<file path="src/rtl/neuron_backprop.sv">
`timescale 1ns/1ps
`default_nettype none
// ============================================================================
//  Module   : neuron_backprop
//  Purpose  : Backward-pass engine for one 3-input sigmoid neuron (Q8.8).
//             Computes delta = err*y*(1-y), SGD-updated weights/bias
//             (step = grad >>> LR_SHIFT) and the error propagated to each
//             input using the pre-update weights.
//  Config   : define BP_SATURATE_EN to saturate every 16-bit narrowing;
//             leave it undefined for plain wrap-around truncation.
//  Revision : 1.0  initial release
// ============================================================================
module neuron_backprop #(
   parameter int LR_SHIFT = 4
) (
   input  logic        clk,
   input  logic        rst,
   input  logic        start,
   input  logic [15:0] x0,
   input  logic [15:0] x1,
   input  logic [15:0] x2,
   input  logic [15:0] y,
   input  logic [15:0] err_in,
   input  logic [15:0] w0_in,
   input  logic [15:0] w1_in,
   input  logic [15:0] w2_in,
   input  logic [15:0] b_in,
   output logic        busy,
   output logic        done,
   output logic [15:0] w0_out,
   output logic [15:0] w1_out,
   output logic [15:0] w2_out,
   output logic [15:0] b_out,
   output logic [15:0] delta_out,
   output logic [15:0] err_back0,
   output logic [15:0] err_back1,
   output logic [15:0] err_back2
);

`ifdef BP_SATURATE_EN
   localparam bit c_SAT = 1'b1;
`else
   localparam bit c_SAT = 1'b0;
`endif

   typedef enum logic [2:0] {
      S_IDLE  = 3'd0,
      S_DERIV = 3'd1,
      S_DELTA = 3'd2,
      S_UPD   = 3'd3,
      S_DONE  = 3'd4
   } state_t;

   state_t      r_state;
   logic [1:0]  r_idx;
   logic [15:0] r_x0, r_x1, r_x2, r_y, r_err;
   logic [15:0] r_w0, r_w1, r_w2, r_b;
   logic [15:0] r_deriv, r_delta;
   logic [15:0] r_wn0, r_wn1, r_wn2;
   logic [15:0] r_eb0, r_eb1, r_eb2;

   logic [8:0]         w_yc;
   logic [17:0]        w_dprod;
   logic [15:0]        w_deriv;
   logic [15:0]        w_delta;
   logic [15:0]        w_xk, w_wk;
   logic signed [15:0] w_grad, w_step;
   logic [15:0]        w_wnew, w_eb;

   // Q16.16 product narrowed to Q8.8: floor shift by 8, then wrap or saturate.
   function automatic logic [15:0] qmul(input logic [15:0] a, input logic [15:0] b);
      logic signed [31:0] ae, be, p, ps;
      logic               ovf;
      ae  = {{16{a[15]}}, a};
      be  = {{16{b[15]}}, b};
      p   = ae * be;
      ps  = p >>> 8;
      ovf = (ps[31:15] != {17{ps[15]}});
      if (c_SAT && ovf)
         qmul = ps[31] ? 16'h8000 : 16'h7FFF;
      else
         qmul = ps[15:0];
   endfunction

   // 17-bit signed difference narrowed back to 16 bits.
   function automatic logic [15:0] ssub(input logic [15:0] a, input logic [15:0] b);
      logic [16:0] d;
      d = {a[15], a} - {b[15], b};
      if (c_SAT && (d[16] != d[15]))
         ssub = d[16] ? 16'h8000 : 16'h7FFF;
      else
         ssub = d[15:0];
   endfunction

   // Datapath: derivative, delta and the per-index update for the current slot.
   always_comb begin
      w_yc = 9'd0;
      if (!r_y[15]) begin
         if (r_y > 16'h0100)
            w_yc = 9'h100;
         else
            w_yc = r_y[8:0];
      end
      w_dprod = {9'd0, w_yc} * (18'h00100 - {9'd0, w_yc});
      w_deriv = 16'(w_dprod >> 8);
      w_delta = qmul(r_err, r_deriv);

      w_xk = r_x0;
      w_wk = r_w0;
      case (r_idx)
         2'd0:    begin w_xk = r_x0;    w_wk = r_w0; end
         2'd1:    begin w_xk = r_x1;    w_wk = r_w1; end
         2'd2:    begin w_xk = r_x2;    w_wk = r_w2; end
         default: begin w_xk = 16'h0100; w_wk = r_b;  end
      endcase
      w_grad = qmul(r_delta, w_xk);
      w_step = w_grad >>> LR_SHIFT;
      w_wnew = ssub(w_wk, w_step);
      w_eb   = qmul(r_delta, w_wk);
   end

   // Sequencer: latch operands, step through derivative/delta/updates, publish on DONE.
   always_ff @(posedge clk) begin
      if (rst) begin
         r_state   <= S_IDLE;
         r_idx     <= 2'd0;
         r_x0      <= 16'd0; r_x1 <= 16'd0; r_x2 <= 16'd0;
         r_y       <= 16'd0; r_err <= 16'd0;
         r_w0      <= 16'd0; r_w1 <= 16'd0; r_w2 <= 16'd0; r_b <= 16'd0;
         r_deriv   <= 16'd0; r_delta <= 16'd0;
         r_wn0     <= 16'd0; r_wn1 <= 16'd0; r_wn2 <= 16'd0;
         r_eb0     <= 16'd0; r_eb1 <= 16'd0; r_eb2 <= 16'd0;
         busy      <= 1'b0;
         done      <= 1'b0;
         w0_out    <= 16'd0; w1_out <= 16'd0; w2_out <= 16'd0; b_out <= 16'd0;
         delta_out <= 16'd0;
         err_back0 <= 16'd0; err_back1 <= 16'd0; err_back2 <= 16'd0;
      end else begin
         done <= 1'b0;
         case (r_state)
            S_IDLE: begin
               if (start) begin
                  r_x0    <= x0;    r_x1 <= x1;    r_x2 <= x2;
                  r_y     <= y;     r_err <= err_in;
                  r_w0    <= w0_in; r_w1 <= w1_in; r_w2 <= w2_in; r_b <= b_in;
                  busy    <= 1'b1;
                  r_state <= S_DERIV;
               end
            end
            S_DERIV: begin
               r_deriv <= w_deriv;
               r_state <= S_DELTA;
            end
            S_DELTA: begin
               r_delta <= w_delta;
               r_idx   <= 2'd0;
               r_state <= S_UPD;
            end
            S_UPD: begin
               r_idx <= r_idx + 2'd1;
               case (r_idx)
                  2'd0: begin r_wn0 <= w_wnew; r_eb0 <= w_eb; end
                  2'd1: begin r_wn1 <= w_wnew; r_eb1 <= w_eb; end
                  2'd2: begin r_wn2 <= w_wnew; r_eb2 <= w_eb; end
                  default: begin
                     // Bias slot: all results become visible together.
                     w0_out    <= r_wn0;
                     w1_out    <= r_wn1;
                     w2_out    <= r_wn2;
                     b_out     <= w_wnew;
                     delta_out <= r_delta;
                     err_back0 <= r_eb0;
                     err_back1 <= r_eb1;
                     err_back2 <= r_eb2;
                     done      <= 1'b1;
                     r_state   <= S_DONE;
                  end
               endcase
            end
            S_DONE: begin
               busy    <= 1'b0;
               r_state <= S_IDLE;
            end
            default: begin
               busy    <= 1'b0;
               r_state <= S_IDLE;
            end
         endcase
      end
   end

endmodule
`default_nettype wire

</file>
<file path="config.mk">
export PLATFORM = sky130hd
export DESIGN_NAME = neuron_backprop
export DESIGN_NICKNAME = d
export VERILOG_FILES = /design/src/rtl/neuron_backprop.sv
export SDC_FILE = /design/constraint.sdc
export NUM_CORES = 2
export LEC_CHECK = 0
export CAP_MARGIN = 25
export CORE_MARGIN = 1.5
export CORE_UTILIZATION = 55
export CTS_BUF_LIST = sky130_fd_sc_hd__clkbuf_8
export DETAILED_ROUTE_END_ITERATION = 8
export DONT_BUFFER_PORTS = 1
export PLACE_DENSITY = 0.7
export SETUP_SLACK_MARGIN = 0.3
export SYNTH_ARGS = -nofsm -noshare
export SYNTH_HDL_FRONTEND = slang
export SYNTH_SLANG_ARGS = --single-unit
</file>
<file path="constraint.sdc">
create_clock -name clk -period 10.4 [get_ports clk]
set_input_delay 0.52 -clock clk [delete_from_list [all_inputs] [get_ports clk]]
set_output_delay 0.52 -clock clk [all_outputs]
set_load 0.005 [all_outputs]
</file>
==> results.sh <==
export IMPL_ys_seq_area_frac=0.212
export IMPL_grt_pass1_wl_mm=165
export IMPL_r2r_end="r_wn2[15]$_SDFFE_PP0P_"
export IMPL_ctsHtreeMaxLevel=3
export IMPL_synth_area_leader_cell="fa_1"
export IMPL_synth_most_common_cell="nand2_1"
export IMPL_root_buffer="clkbuf_8"
export IMPL_synth_async_reset_ratio=0
export IMPL_syn_area_per_cell_um2=8.43
export IMPL_synth_area_leaders="fa_1 30%, dfxtp_1 21%, nand2_1 10%"
export IMPL_grt_overflow=0
export IMPL_clockBufferDepth=3
export IMPL_dr_total_vias=29800
export IMPL_slew_headroom=0.250
export IMPL_cts_setup_buffers=0
export IMPL_die_h_um=265
export IMPL_drc=0
export IMPL_crit_fanout=18
export IMPL_hold_violations=0
export IMPL_setup_viol=0
export IMPL_numPlacedInstances=5180
export IMPL_rsz0062_at_grt="false"
export IMPL_postPlaceCellArea_um2=38500
export IMPL_worst_ep_arrival_time_ps=9910
export IMPL_pin_count=277
export IMPL_p_leak_nw=18.1
export IMPL_dpl_worst_slack_ps=834
export IMPL_row_count=95
export IMPL_netlist_instances=4481
export IMPL_drv_cap=0
export IMPL_dp_hpwl_mm=76.2
export IMPL_worstHoldPathType="input pin to flip-flop"
export IMPL_cp_required_ps=10880
export IMPL_worstMarginPinSlew_ps=1130
export IMPL_reg2reg_slack_ps=970
export IMPL_finalCriticalPeriod_ps=9430
export IMPL_peakVddDrop_mv=0.0900
export IMPL_via_per_inst=5.53
export IMPL_end_kind="flip-flop"
export IMPL_track_usage=0.302
export IMPL_place_gp_congestion=0.937
export IMPL_yosys_top_cells_count="1012 x nand2_1, 667 x inv_1, 557 x fa_1"
export IMPL_final_util=0.604
export IMPL_die_w_um=265
export IMPL_synth_edff_count=0
export IMPL_path_clk_slew_ps=60
export IMPL_setup_slack_ps=969
export IMPL_power_density_nw_per_um2=108
export IMPL_max_freq_ghz=0.106
export IMPL_start_kind="flip-flop"
export IMPL_clock_sinks=401
export IMPL_first_iter_violations=2623
export IMPL_ys_warn_count=0
export IMPL_yosysUniqueCellTypes=66
export IMPL_final_nets=5447
export IMPL_skew_ps=42.9
export IMPL_r2r_start="r_idx[1]$_SDFFE_PP0P_"
export IMPL_hold_slack_ps=20.8
export IMPL_drive_above_1_share=0.0459
export IMPL_die_area_um2=70300
export IMPL_finalPower_mw=4.40
export IMPL_synthFlopType="dfxtp_1"
export IMPL_synth_top_area_frac=0.295
export IMPL_grt_pass1_vias=30300
export IMPL_firstDrtPassIters=7
export IMPL_path_buf_inv=6
export IMPL_hold_path_depth=2
export IMPL_slowest_delay_ps=890
export IMPL_n_fill_cell=5815
export IMPL_crit_end="r_wn2[15]$_SDFFE_PP0P_"
export IMPL_routedWlPerCell_um=19.2
export IMPL_status="completed"
export IMPL_stdcell_area_um2=40800
export IMPL_clkLatencyLatePin_ps=680
export IMPL_cpMaxStageDelayCell="a222oi_1"
export IMPL_antenna_found_initial=5
export IMPL_reg2reg_depth=32
export IMPL_grt_max_degree=266
export IMPL_cts_tree="yes"
export IMPL_ys_ff_latch=401
export IMPL_core_um2=67600
export IMPL_crit_start="r_idx[1]$_SDFFE_PP0P_"
export IMPL_cts_made_buffers=71
export IMPL_initial_core_util=0.559
export IMPL_path_delay_family="adder cells"
export IMPL_slew_viol_final=0
export IMPL_portBuffers=0
export IMPL_routed_wl_mm=103
export IMPL_syn_area_um2=37800
export IMPL_crit_path_frequent_cell="fa_1"
export IMPL_finalCritPeriodShare=0.907
export IMPL_fin_setup_tns_ps=0
export IMPL_ant_nets=0
export IMPL_layout_area_overhead_vs_synth_pct=8.02
export IMPL_worstSetupPathType="flip-flop to flip-flop"
export IMPL_finalNonFillerCells=5388
export IMPL_path_depth=32
## sequential cells by signal, summed over array words and instances, names as in the netlist, 16 cells and up
signal and count:
b_out 16, delta_out 16, err_back0 16, err_back1 16, err_back2 16, r_b 16, r_delta 16, r_eb0 16
r_eb1 16, r_eb2 16, r_err 16, r_w0 16, r_w1 16, r_w2 16, r_wn0 16, r_wn1 16
r_wn2 16, r_x0 16, r_x1 16, r_x2 16, r_y 16, w0_out 16, w1_out 16, w2_out 16
## report_power, final
group	total (mW)	switching (mW)	internal (mW)
Sequential	1.69	0.101	1.59
Clock	1.50	0.694	0.807
Combinational	1.21	0.772	0.435
## metal layers
layer / part of all wire / GRT usage / wire length [µm]
met5: 0 / 0 / 0
met4: 0.037 / 0.115 / 3830
met1: 0.42 / 0.400 / 43200
met3: 0.075 / 0.0592 / 7750
met2: 0.47 / 0.490 / 48500
## cell families after synthesis
logic type	Yosys count	synth area share
fa+ha+maj	831	0.386
simple gates	1644	0.194
mux	3	0.000795
xor+xnor	111	0.0265
buf+inv	914	0.0912
flops	401	0.212
compound gates	575	0.0886
other cells	2	0.000199
## worst min path at each step
stage | start | endpoint | slack (ps)
floorplan | r_eb0[5]$_SDFFE_PP0P_ | err_back0[5]$_SDFFE_PP0P_ | 430
global placement | r_wn1[6]$_SDFFE_PP0P_ | w1_out[6]$_SDFFE_PP0P_ | 430
detailed placement | r_wn2[10]$_SDFFE_PP0P_ | w2_out[10]$_SDFFE_PP0P_ | 440
CTS | x0[5] | r_x0[5]$_SDFFE_PP0P_ | 0.06
global route | x0[5] | r_x0[5]$_SDFFE_PP0P_ | 5
finish | y[5] | r_y[5]$_SDFFE_PP0P_ | 20
## cell type report
| class | count | area, µm² | share of cell area |
|---|---|---|---|
| diodes | 1 | 2.50 | 0.0000613 |
| clock buffers | 79 | 1090 | 0.0266 |
| clock inverters | 39 | 330 | 0.00809 |
| inverters | 667 | 2500 | 0.0613 |
| multi-input cells | 3178 | 26400 | 0.647 |
| flip-flops and latches | 401 | 8030 | 0.197 |
| well taps | 873 | 1090 | 0.0268 |
| repair buffers | 150 | 1380 | 0.0338 |
## timing repair
item,in CTS,in global routing
resized for setup,0,4
endpoints found under the hold margin,322,1
hold buffers,86,1
endpoints found under the setup margin,0,16
## placed cells by master (no fill, tap or decap), types with 27 or more instances in the layout
| master | synthesis | final |
|---|---|---|
| nand2_1 | 1012 | 1011 |
| xnor2_1 | 81 | 81 |
| nand2b_1 | 28 | 28 |
| inv_1 | 667 | 689 |
| nor2_1 | 147 | 143 |
| a21oi_1 | 405 | 405 |
| buf_4 | 1 | 62 |
| dlygate4sd3_1 | 0 | 86 |
| clkbuf_8 | 0 | 79 |
| and2_1 | 323 | 323 |
| fa_1 | 557 | 557 |
| dfxtp_1 | 401 | 400 |
| a222oi_1 | 31 | 31 |
| a211oi_1 | 29 | 29 |
| nand3_1 | 27 | 27 |
| ha_1 | 274 | 273 |
| xor2_1 | 27 | 27 |
Note: power is estimated with default switching activity, not from simulation.
